[config.mk]
export PLATFORM = sky130hd
export DESIGN_NAME = palette_reader
export DESIGN_NICKNAME = d
export VERILOG_FILES = /design/src/rtl/palette_pkg.sv /design/src/rtl/palette_reader_fifo.sv /design/src/rtl/palette_reader.sv
export SDC_FILE = /design/constraint.sdc
export NUM_CORES = 1
export LEC_CHECK = 0
export ABC_AREA = 1
export CAP_MARGIN = 20
export CELL_PAD_IN_SITES_DETAIL_PLACEMENT = 0
export CELL_PAD_IN_SITES_GLOBAL_PLACEMENT = 2
export CORE_MARGIN = 3
export CORE_UTILIZATION = 35
export DETAILED_ROUTE_END_ITERATION = 7
export PLACE_DENSITY = 0.85
export SYNTH_ARGS = -nofsm -noshare
export SYNTH_HDL_FRONTEND = slang
export SYNTH_SLANG_ARGS = --single-unit
[constraint.sdc]
create_clock -name clk -period 4.29 [get_ports clk]
set_clock_uncertainty 0.05 [all_clocks]
set_input_delay 1.0725 -clock clk [delete_from_list [all_inputs] [get_ports clk]]
set_output_delay 1.0725 -clock clk [all_outputs]
set_load 0.01 [all_outputs]
[src/rtl/palette_pkg.sv]
// Shared palette RAM geometry and word type, used by the palette read path.
package palette_pkg;
    localparam int PAL_ADDR_W = 6;
    localparam int PAL_DATA_W = 32;
    localparam int PAL_DEPTH  = 64;

    typedef logic [PAL_DATA_W-1:0] pal_word_t;
endpackage

[src/rtl/palette_reader_fifo.sv]
// Synchronous FIFO with flop storage; head entry is driven straight from registers.
module palette_reader_fifo #(
    parameter int DEPTH = 4,
    parameter int WIDTH = 33,
    localparam int PTR_W = $clog2(DEPTH),
    localparam int CNT_W = PTR_W + 1
) (
    input  logic             clk,
    input  logic             reset,
    input  logic             flush_i,
    input  logic             push_i,
    input  logic [WIDTH-1:0] push_data_i,
    input  logic             pop_i,
    output logic [CNT_W-1:0] count_o,
    output logic             valid_o,
    output logic [WIDTH-1:0] data_o
);
    logic [WIDTH-1:0] mem_q [DEPTH];
    logic [PTR_W-1:0] wr_q, rd_q;
    logic [CNT_W-1:0] cnt_q;
    logic             do_pop;

    assign do_pop  = pop_i && (cnt_q != '0);
    assign count_o = cnt_q;
    assign valid_o = (cnt_q != '0);
    assign data_o  = mem_q[rd_q];

    // Flush only rewinds pointers; stale storage is invisible once count is zero.
    always_ff @(posedge clk) begin
        if (reset) begin
            wr_q  <= '0;
            rd_q  <= '0;
            cnt_q <= '0;
            for (int i = 0; i < DEPTH; i++) mem_q[i] <= '0;
        end else if (flush_i) begin
            wr_q  <= '0;
            rd_q  <= '0;
            cnt_q <= '0;
        end else begin
            if (push_i) begin
                mem_q[wr_q] <= push_data_i;
                wr_q        <= wr_q + 1'b1;
            end
            if (do_pop) rd_q <= rd_q + 1'b1;
            cnt_q <= cnt_q + CNT_W'(push_i) - CNT_W'(do_pop);
        end
    end
endmodule

[src/rtl/palette_reader.sv]
// Avalon-MM read master: index stream in, palette lookups out, colour stream back with backpressure.
module palette_reader
    import palette_pkg::*;
#(
    parameter int FIFO_DEPTH = 4,
    parameter int ADDR_W     = PAL_ADDR_W,
    parameter int DATA_W     = PAL_DATA_W
) (
    input  logic              clk,
    input  logic              reset,
    input  logic              enable,
    input  logic              flush,
    input  logic              idx_valid,
    output logic              idx_ready,
    input  logic [ADDR_W-1:0] idx_data,
    input  logic              idx_last,
    output logic [ADDR_W-1:0] address,
    output logic              chipselect,
    output logic              write,
    output logic [3:0]        byteenable,
    output logic [DATA_W-1:0] writedata,
    output logic              clken,
    input  logic [DATA_W-1:0] readdata,
    output logic              px_valid,
    input  logic              px_ready,
    output logic [DATA_W-1:0] px_data,
    output logic              px_last,
    output logic              busy,
    output logic [15:0]       frame_count
);
    localparam int CNT_W = $clog2(FIFO_DEPTH) + 1;

    logic              accept;
    logic              pending_q;
    logic              last_q;
    logic [ADDR_W-1:0] addr_q;
    logic [15:0]       frame_q;
    logic [CNT_W-1:0]  fifo_count;
    logic [CNT_W:0]    inflight;
    logic [DATA_W:0]   fifo_dout;

    // A read is only launched when a FIFO slot is reserved for its data, so pushes never overflow.
    assign inflight  = {1'b0, fifo_count} + {{CNT_W{1'b0}}, pending_q};
    assign idx_ready = !reset && enable && !flush && (inflight < (CNT_W+1)'(FIFO_DEPTH));
    assign accept    = idx_valid && idx_ready;

    assign chipselect = accept;
    assign address    = accept ? idx_data : addr_q;
    assign write      = 1'b0;
    assign byteenable = 4'hF;
    assign writedata  = '0;
    assign clken      = 1'b1;

    always_ff @(posedge clk) begin
        if (reset) begin
            pending_q <= 1'b0;
            last_q    <= 1'b0;
            addr_q    <= '0;
            frame_q   <= '0;
        end else begin
            pending_q <= accept;
            if (accept) begin
                addr_q <= idx_data;
                last_q <= idx_last;
            end
            if (px_valid && px_ready && px_last && !flush) frame_q <= frame_q + 16'd1;
        end
    end

    palette_reader_fifo #(
        .DEPTH (FIFO_DEPTH),
        .WIDTH (DATA_W + 1)
    ) u_fifo (
        .clk         (clk),
        .reset       (reset),
        .flush_i     (flush),
        .push_i      (pending_q),
        .push_data_i ({last_q, readdata}),
        .pop_i       (px_valid && px_ready),
        .count_o     (fifo_count),
        .valid_o     (px_valid),
        .data_o      (fifo_dout)
    );

    assign px_data     = fifo_dout[DATA_W-1:0];
    assign px_last     = fifo_dout[DATA_W];
    assign busy        = pending_q || (fifo_count != '0);
    assign frame_count = frame_q;
endmodule
==> parameters.txt, run 1 <==
Parameter                              Value

GRT
  Pin count of the biggest net entering global routing    69
  Via count of the first global-routing pass    5353
  Remaining Overflow, GRT    0
  Total track usage    0.155
  Number of antenna violations at the first check in global routing    1
  First-pass GRT wire length    28700 um

STA
  Final worst-path setup slack    0.230 ns
  Sum of negative setup slack    0 ns
  Number of hold violations in the final report    0
  Pin slew with the least headroom to its limit    0.788 ns
  Upper clock frequency limit    0.246 GHz
  Final critical-path share of the clock period    0.946
  Max_slew headroom    0.474
  Max-slew violation count    0
  Post-layout minimum cycle time    4.06 ns
  Count of endpoints failing setup in the final report    0
  Unrepaired setup endpoints after global routing    no

Clock network
  Clock-pin slew of the registers on the worst-case setup and hold paths    0.06 ns
  Setup Buffers After CTS    0
  Number of levels in the clock H-tree    4
  Largest buffer count on any clock path    2
  Cell at the root of the clock tree    clkbuf_16
  Number of hold buffers added after cts    0
  CTS tree    built
  Clk Latency, worst-skew pair    0.43 ns
  Number of resized instances in the post-cts repair step    0
  Total number of clock tree sinks    165
  Clock buffers created by TritonCTS    17

Placement
  Quantity of I/O buffers inserted on ports    103
  Half-perimeter wire length after placement    10900 um
  Final weighted congestion in routability-driven placement    0.755
  Post-Place Worst Slack    0.222 ns

Power
  Comb power frac    0.071
  Switching component of the power    0.841 mW
  Power density over cell area    371 nW/um^2
  Max rail drop VDD    0.260 mV
  Part of the power in registers    0.512
  Proportion of total power due to net switching    0.241
  Internal Power    2.64 mW
  Power share of the clock group    0.417
  Leakage Power    3.83 nW

Logic synthesis
  Yosys cell types    26
  Average cell area after synthesis    9.38 um^2
  Sequential area share after synthesis    0.605
  Post-Syn Area    7640 um^2
  Yosys warnings    0
  Number of cells produced by synthesis    815
  FF+latch count, synth    165

Cells and area
  Register cell area after layout    4630 um^2
  Share of layout cells above drive strength 1    0.0682
  Antenna fix cells    0
  Area of the multi-input gates    2360 um^2
  Number of nets in the layout    961
  Layout-stage area growth over the synthesis result    22.9%
  # fillers    2102

Floorplanning
  Floorplan row count    53
  Floorplan Core Area    21200 um^2
  Top Ports    142
  Width of the chip    154 um
  Starting density of the core    0.360
  Total Die Area    23600 um^2
  Die height    154 um

Setup path
  Launching element of the worst setup path    reset
  Crit-path max FO    10
  Req. time, crit path    3.17 ns
  Category of the most critical setup path    primary input to output port
  Endpoint type of the worst setup path    output port
  Critical Path Source Type    primary input
  Worst path max stage delay    0.55 ns
  Cell with the largest stage delay on the worst path    clkdlybuf4s50_1
  Worst endpoint data arrival time    2.94 ns
  Chain of cells forming the critical path    clkdlybuf4s50_1 > nor2_4 > nand3_1 > nor2_4 > nand3_4 > nand2_1 > nand2_1 > inv_1 > clkdlybuf4s50_1
  Sum of buffers and inverters on the critical path    3
  Top Family by Delay on Critical Path    buffers and inverters

Detailed routing
  Count of TritonRoute iterations in the first routing pass    4
  Final routed wire length divided by cell count    15.2 um
  Total wirelength of the detailed-routed design    18200 um
  Count of nets left with antenna violations after detail routing    0
  Residual DRC count    0
  DRT iter0 DRCs    289
  Avg Vias per Cell    4.66
  Vias post-DR    5587

Worst hold path
  Launch point of the worst hold path    u_fifo.rd_q[1]
  HP Class    flop to flop

Run status
  Status    finished clean

Job
  Number of maximum-capacitance constraint violations    0
## synthesized netlist by cell type
cell type    n  area (um^2)
ha_1         4         50.1
buf_6        6         67.6
nand3b_1     1         7.51
nand4_1     13         81.3
a21oi_1     15         75.1
inv_2        3         11.3
edfxtp_1   132         3960
nor2_1     239          897
o21ai_0     70          350
clkbuf_1    23         86.3
conb_1       2         7.51
nand3_4      1         17.5
a41oi_1      1         8.76
inv_1       84          315
nand2_4      2         22.5
fa_1         1         20.0
o22ai_1     32          200
nand2_1     76          285
nor2_4       4         45.0
nor2_2       1         6.26
buf_2        7         35.0
nand2_2      1         6.26
nand3_1     24          120
xnor2_1      1         8.76
dfxtp_1     33          661
buf_4       39          293
## power by group through the flow
stage	Combinational [mW]	Clock (mW)	Sequential, mW
global placement	0.251	0	1.82
finish	0.247	1.45	1.78
floorplan	0.143	0	1.82
CTS	0.252	1.48	1.78
global route	0.273	1.55	1.79
detailed placement	0.251	0	1.82
## worst min-delay path, cell delays in order, from the launching register on
cell and delay (ns):
dfxtp_1 0.30, inv_1 0.05, a21oi_1 0.07
## state kept, by name, summed over array words and instances, names as in the netlist, named ones only
signal / cells
pending_q: 1
u_fifo.rd_q: 2
last_q: 1
u_fifo.mem_q: 132
addr_q: 6
u_fifo.count_o: 3
u_fifo.wr_q: 2
frame_count: 16
## cell families (layout without fill, tap and decap cells)
family	Yosys count	count (layout)	share of synthesized area
other cells	2	38	0.000983
compound gates	118	118	0.0830
flops	165	165	0.605
simple gates	362	362	0.195
fa+ha+maj	5	5	0.00917
buf+inv	162	235	0.106
xor+xnor	1	1	0.00115
## routing by layer
| metal | up-vias | global-route usage | part of all wire |
|---|---|---|---|
| li1 | 2803 | - | - |
| met1 | 2611 | 0.195 | 0.43 |
| met2 | 152 | 0.264 | 0.49 |
| met3 | 19 | 0.0487 | 0.064 |
| met4 | 2 | 0.0307 | 0.012 |
| met5 | - | 0 | 0.0011 |
## final timing paths
path,to,slack (ns),depth (start not counted)
max,address[4],0.23,9
min,flop,0.41,2
max reg2reg,frame_count[5],1.73,7
min reg2reg,flop,0.41,2
## per-stage QoR
step / utilization / instances / cell area [um^2] / hold WS, ns / total power, mW
after detailed placement: 0.416 / 1167 / 8830 / 0.406 / 2.07
final: 0.443 / 1199 / 9390 / 0.413 / 3.48
after CTS: 0.443 / 1199 / 9390 / 0.418 / 3.52
after global placement: 0.416 / 1167 / 8830 / 0.402 / 2.07
after global routing: 0.443 / 1199 / 9390 / 0.458 / 3.61
after floorplan: - / 851 / 7780 / 0.386 / 1.96
## layout by cell type, fill, tap and decap left out, drive strengths merged, types with 4 or more instances in the layout
cell / count
conb: 38
a21oi: 15
buf: 13
dfxtp: 33
o21ai: 70
nand4: 13
nor2: 244
o22ai: 32
clkdlybuf4s50: 103
inv: 95
nand2: 79
edfxtp: 132
clkbuf: 17
nand3: 25
ha: 4
clkinv: 4
## cell type report
| class | count | share of cell area |
|---|---|---|
| flip-flops and latches | 165 | 0.492 |
| multi-input cells | 524 | 0.251 |
| repair buffers | 116 | 0.125 |
| clock buffers | 17 | 0.0453 |
| well taps | 275 | 0.0366 |
| inverters | 87 | 0.0348 |
| clock inverters | 15 | 0.0145 |
Note: power is estimated with default switching activity, not from simulation.
==> run 2: changes to the inputs <==
--- a/config.mk
+++ b/config.mk
@@ -9,10 +9,12 @@
 export CAP_MARGIN = 20
 export CELL_PAD_IN_SITES_DETAIL_PLACEMENT = 0
 export CELL_PAD_IN_SITES_GLOBAL_PLACEMENT = 2
-export CORE_MARGIN = 3
+export CORE_MARGIN = 2
 export CORE_UTILIZATION = 35
 export DETAILED_ROUTE_END_ITERATION = 7
 export PLACE_DENSITY = 0.85
+export REMOVE_ABC_BUFFERS = 1
+export SETUP_SLACK_MARGIN = 0.5
 export SYNTH_ARGS = -nofsm -noshare
 export SYNTH_HDL_FRONTEND = slang
 export SYNTH_SLANG_ARGS = --single-unit
==> run 2 against run 1 <==
  * Core utilization shrank 0.69 points
  * Fmax grew 11%
  * Final area grew 0.31%
  * Register-to-register slack gained 0.17 ns
  * Routed wire length grew 0.81%
  * Hold slack gained 0.0096 ns
  * Via count grew 0.97%
  * Largest cell class unchanged
  * Critical path depth shrank 5
  * Global-route usage grew 1.1 points
==> parameters.txt, run 2 (synthesis gave the netlist of run 1 again) <==
Parameter                              Value

Run status
  Status    finished clean

Detailed routing
  Total wirelength of the detailed-routed design    18400 um
  Vias post-DR    5641
  Count of nets left with antenna violations after detail routing    0
  Residual DRC count    0
  Final routed wire length divided by cell count    15.2 um
  Avg Vias per Cell    4.67
  Count of TritonRoute iterations in the first routing pass    5
  DRT iter0 DRCs    330

STA
  Number of hold violations in the final report    0
  Final critical-path share of the clock period    0.852
  Pin slew with the least headroom to its limit    0.916 ns
  Count of endpoints failing setup in the final report    0
  Post-layout minimum cycle time    3.66 ns
  Unrepaired setup endpoints after global routing    no
  Sum of negative setup slack    0 ns
  Max_slew headroom    0.389
  Upper clock frequency limit    0.274 GHz
  Max-slew violation count    0
  Worst Hold Margin    0.422 ns

Setup path
  Endpoint type of the worst setup path    output port
  Crit-path max FO    26
  Slack of the worst reg-to-reg path    1.90 ns
  Critical Path Source Type    flop
  Req. time, crit path    3.17 ns
  R2R cell count    8
  End point of the critical path    px_data[25]
  Reg-to-reg critical path endpoint    frame_count[5]
  Category of the most critical setup path    flop to output port
  Worst endpoint data arrival time    2.53 ns

Cells and area
  Total non-filler cell area in the finished layout    9420 um^2
  Largest register FFs    132
  # fillers    2145
  Number of nets in the layout    964
  Most flop-heavy register    u_fifo.mem_q
  Most frequent cells in the layout    nor2_1 (239), edfxtp_1 (132), clkdlybuf4s50_1 (94), inv_1 (82), nand2_1 (73)
  Leading cell type in the layout, fill and taps excluded    nor2_1
  Antenna fix cells    0
  Share of layout cells above drive strength 1    0.0712
  Layout-stage area growth over the synthesis result    23.3%

Power
  Part of the power in registers    0.503
  Max rail drop VDD    0.292 mV
  Overall Power    3.55 mW
  Internal Power    2.70 mW
  Power density over cell area    376 nW/um^2
  Switching component of the power    0.845 mW
  Leakage Power    3.88 nW
  Comb power frac    0.069
  Proportion of total power due to net switching    0.238
  Power share of the clock group    0.428

Clock network
  Largest buffer count on any clock path    2
  CTS tree    built
  Number of levels in the clock H-tree    4
  Clk Latency, worst-skew pair    0.43 ns
  Clock buffers created by TritonCTS    17
  Clock-pin slew of the registers on the worst-case setup and hold paths    0.06 ns
  Cell at the root of the clock tree    clkbuf_16
  Total number of clock tree sinks    165
  Number of hold buffers added after cts    0

Floorplanning
  Floorplan row count    54
  Total Die Area    23000 um^2
  Width of the chip    152 um
  Floorplan Core Area    21600 um^2
  Starting density of the core    0.353
  Die height    152 um
  Top Ports    142

GRT
  Via count of the first global-routing pass    5391
  Total track usage    0.166
  Pin count of the biggest net entering global routing    69
  First-pass GRT wire length    28700 um
  Remaining Overflow, GRT    0
  Number of antenna violations at the first check in global routing    0

Worst hold path
  Launch point of the worst hold path    u_fifo.rd_q[1]
  HP Class    flop to flop

Placement
  Quantity of I/O buffers inserted on ports    103
  Half-perimeter wire length after placement    10600 um
  Final weighted congestion in routability-driven placement    0.729
  Cell area after placement    8810 um^2

Job
  Number of maximum-capacitance constraint violations    0
-- run 2: cell count changes in the layout (fill, tap and decap cells not counted), sizes merged --
cell	delta
clkdlybuf4s50	-9
clkdlybuf4s15	+1
buf	+3
dlygate4sd2	+7
clkbuf	+1
clkinv	-1
bufinv	+1
dlymetal6s2s	+1
inv	-1
-- run 2: repair_timing --
item	CTS	global route
resized for setup	8	5
cloned	0	0
buffers inserted	3	0
setup endpoints to repair	8	12
pin swaps	1	1
hold endpoints to repair	0	0
-- run 2: through the flow --
step / std cells / util / worst slack [ns]
global route: 1207 / 0.436 / 0.515
detailed placement: 1172 / 0.408 / 0.190
finish: 1207 / 0.436 / 0.635
global placement: 1172 / 0.408 / 0.221
floorplan: 776 / - / 0.473
CTS: 1207 / 0.435 / 0.500
-- run 2: power groups by stage --
| stage | registers, mW | clock network (mW) | logic (mW) |
|---|---|---|---|
| 2_1_floorplan | 1.82 | 0 | 0.111 |
| 3_3_place_gp | 1.82 | 0 | 0.249 |
| 3_5_place_dp | 1.82 | 0 | 0.250 |
| 4_1_cts | 1.78 | 1.55 | 0.249 |
| 5_1_grt | 1.79 | 1.61 | 0.271 |
| 6_report | 1.78 | 1.52 | 0.244 |
-- run 2: how the worst min path moves through the flow --
stage	slack (ns)	endpoint	cells past startpoint
2_1_floorplan	0.39	flop	2
4_1_cts	0.43	u_fifo.rd_q[1]	2
3_3_place_gp	0.41	u_fifo.rd_q[0]	1
5_1_grt	0.47	u_fifo.rd_q[0]	1
3_5_place_dp	0.42	u_fifo.rd_q[1]	2
6_report	0.42	u_fifo.rd_q[1]	2
-- run 2: layer usage --
layer | part of all wire | vias up | track usage
met4 | 0.0096 | 0 | 0.0435
met5 | 0 | - | 0
li1 | - | 2809 | -
met3 | 0.063 | 15 | 0.0410
met1 | 0.46 | 2665 | 0.221
met2 | 0.47 | 152 | 0.271
-- run 2: layout make-up --
cell class              instances  area (um^2)  share of cell area
repair buffers                119         1170               0.124
clock buffers                  18          429              0.0455
flip-flops and latches        165         4630               0.491
clock inverters                14          160              0.0170
well taps                     280          350              0.0372
multi-input cells             524         2360               0.250
inverters                      87          330              0.0351
-- run 2: critical path, stage by stage (launching register included) --
cell	delay, ns
dfxtp_1	0.64
buf_4	0.41
o21ai_0	0.15
o22ai_1	0.30
clkdlybuf4s50_1	0.60
==> run 3: changes to the inputs <==
--- a/config.mk
+++ b/config.mk
@@ -15,6 +15,7 @@
 export PLACE_DENSITY = 0.85
 export REMOVE_ABC_BUFFERS = 1
 export SETUP_SLACK_MARGIN = 0.5
+export SKIP_LAST_GASP = 1
 export SYNTH_ARGS = -nofsm -noshare
 export SYNTH_HDL_FRONTEND = slang
 export SYNTH_SLANG_ARGS = --single-unit
==> results of run 3 <==
No change in the layout: final DEF, timing and power equal those of run 2.
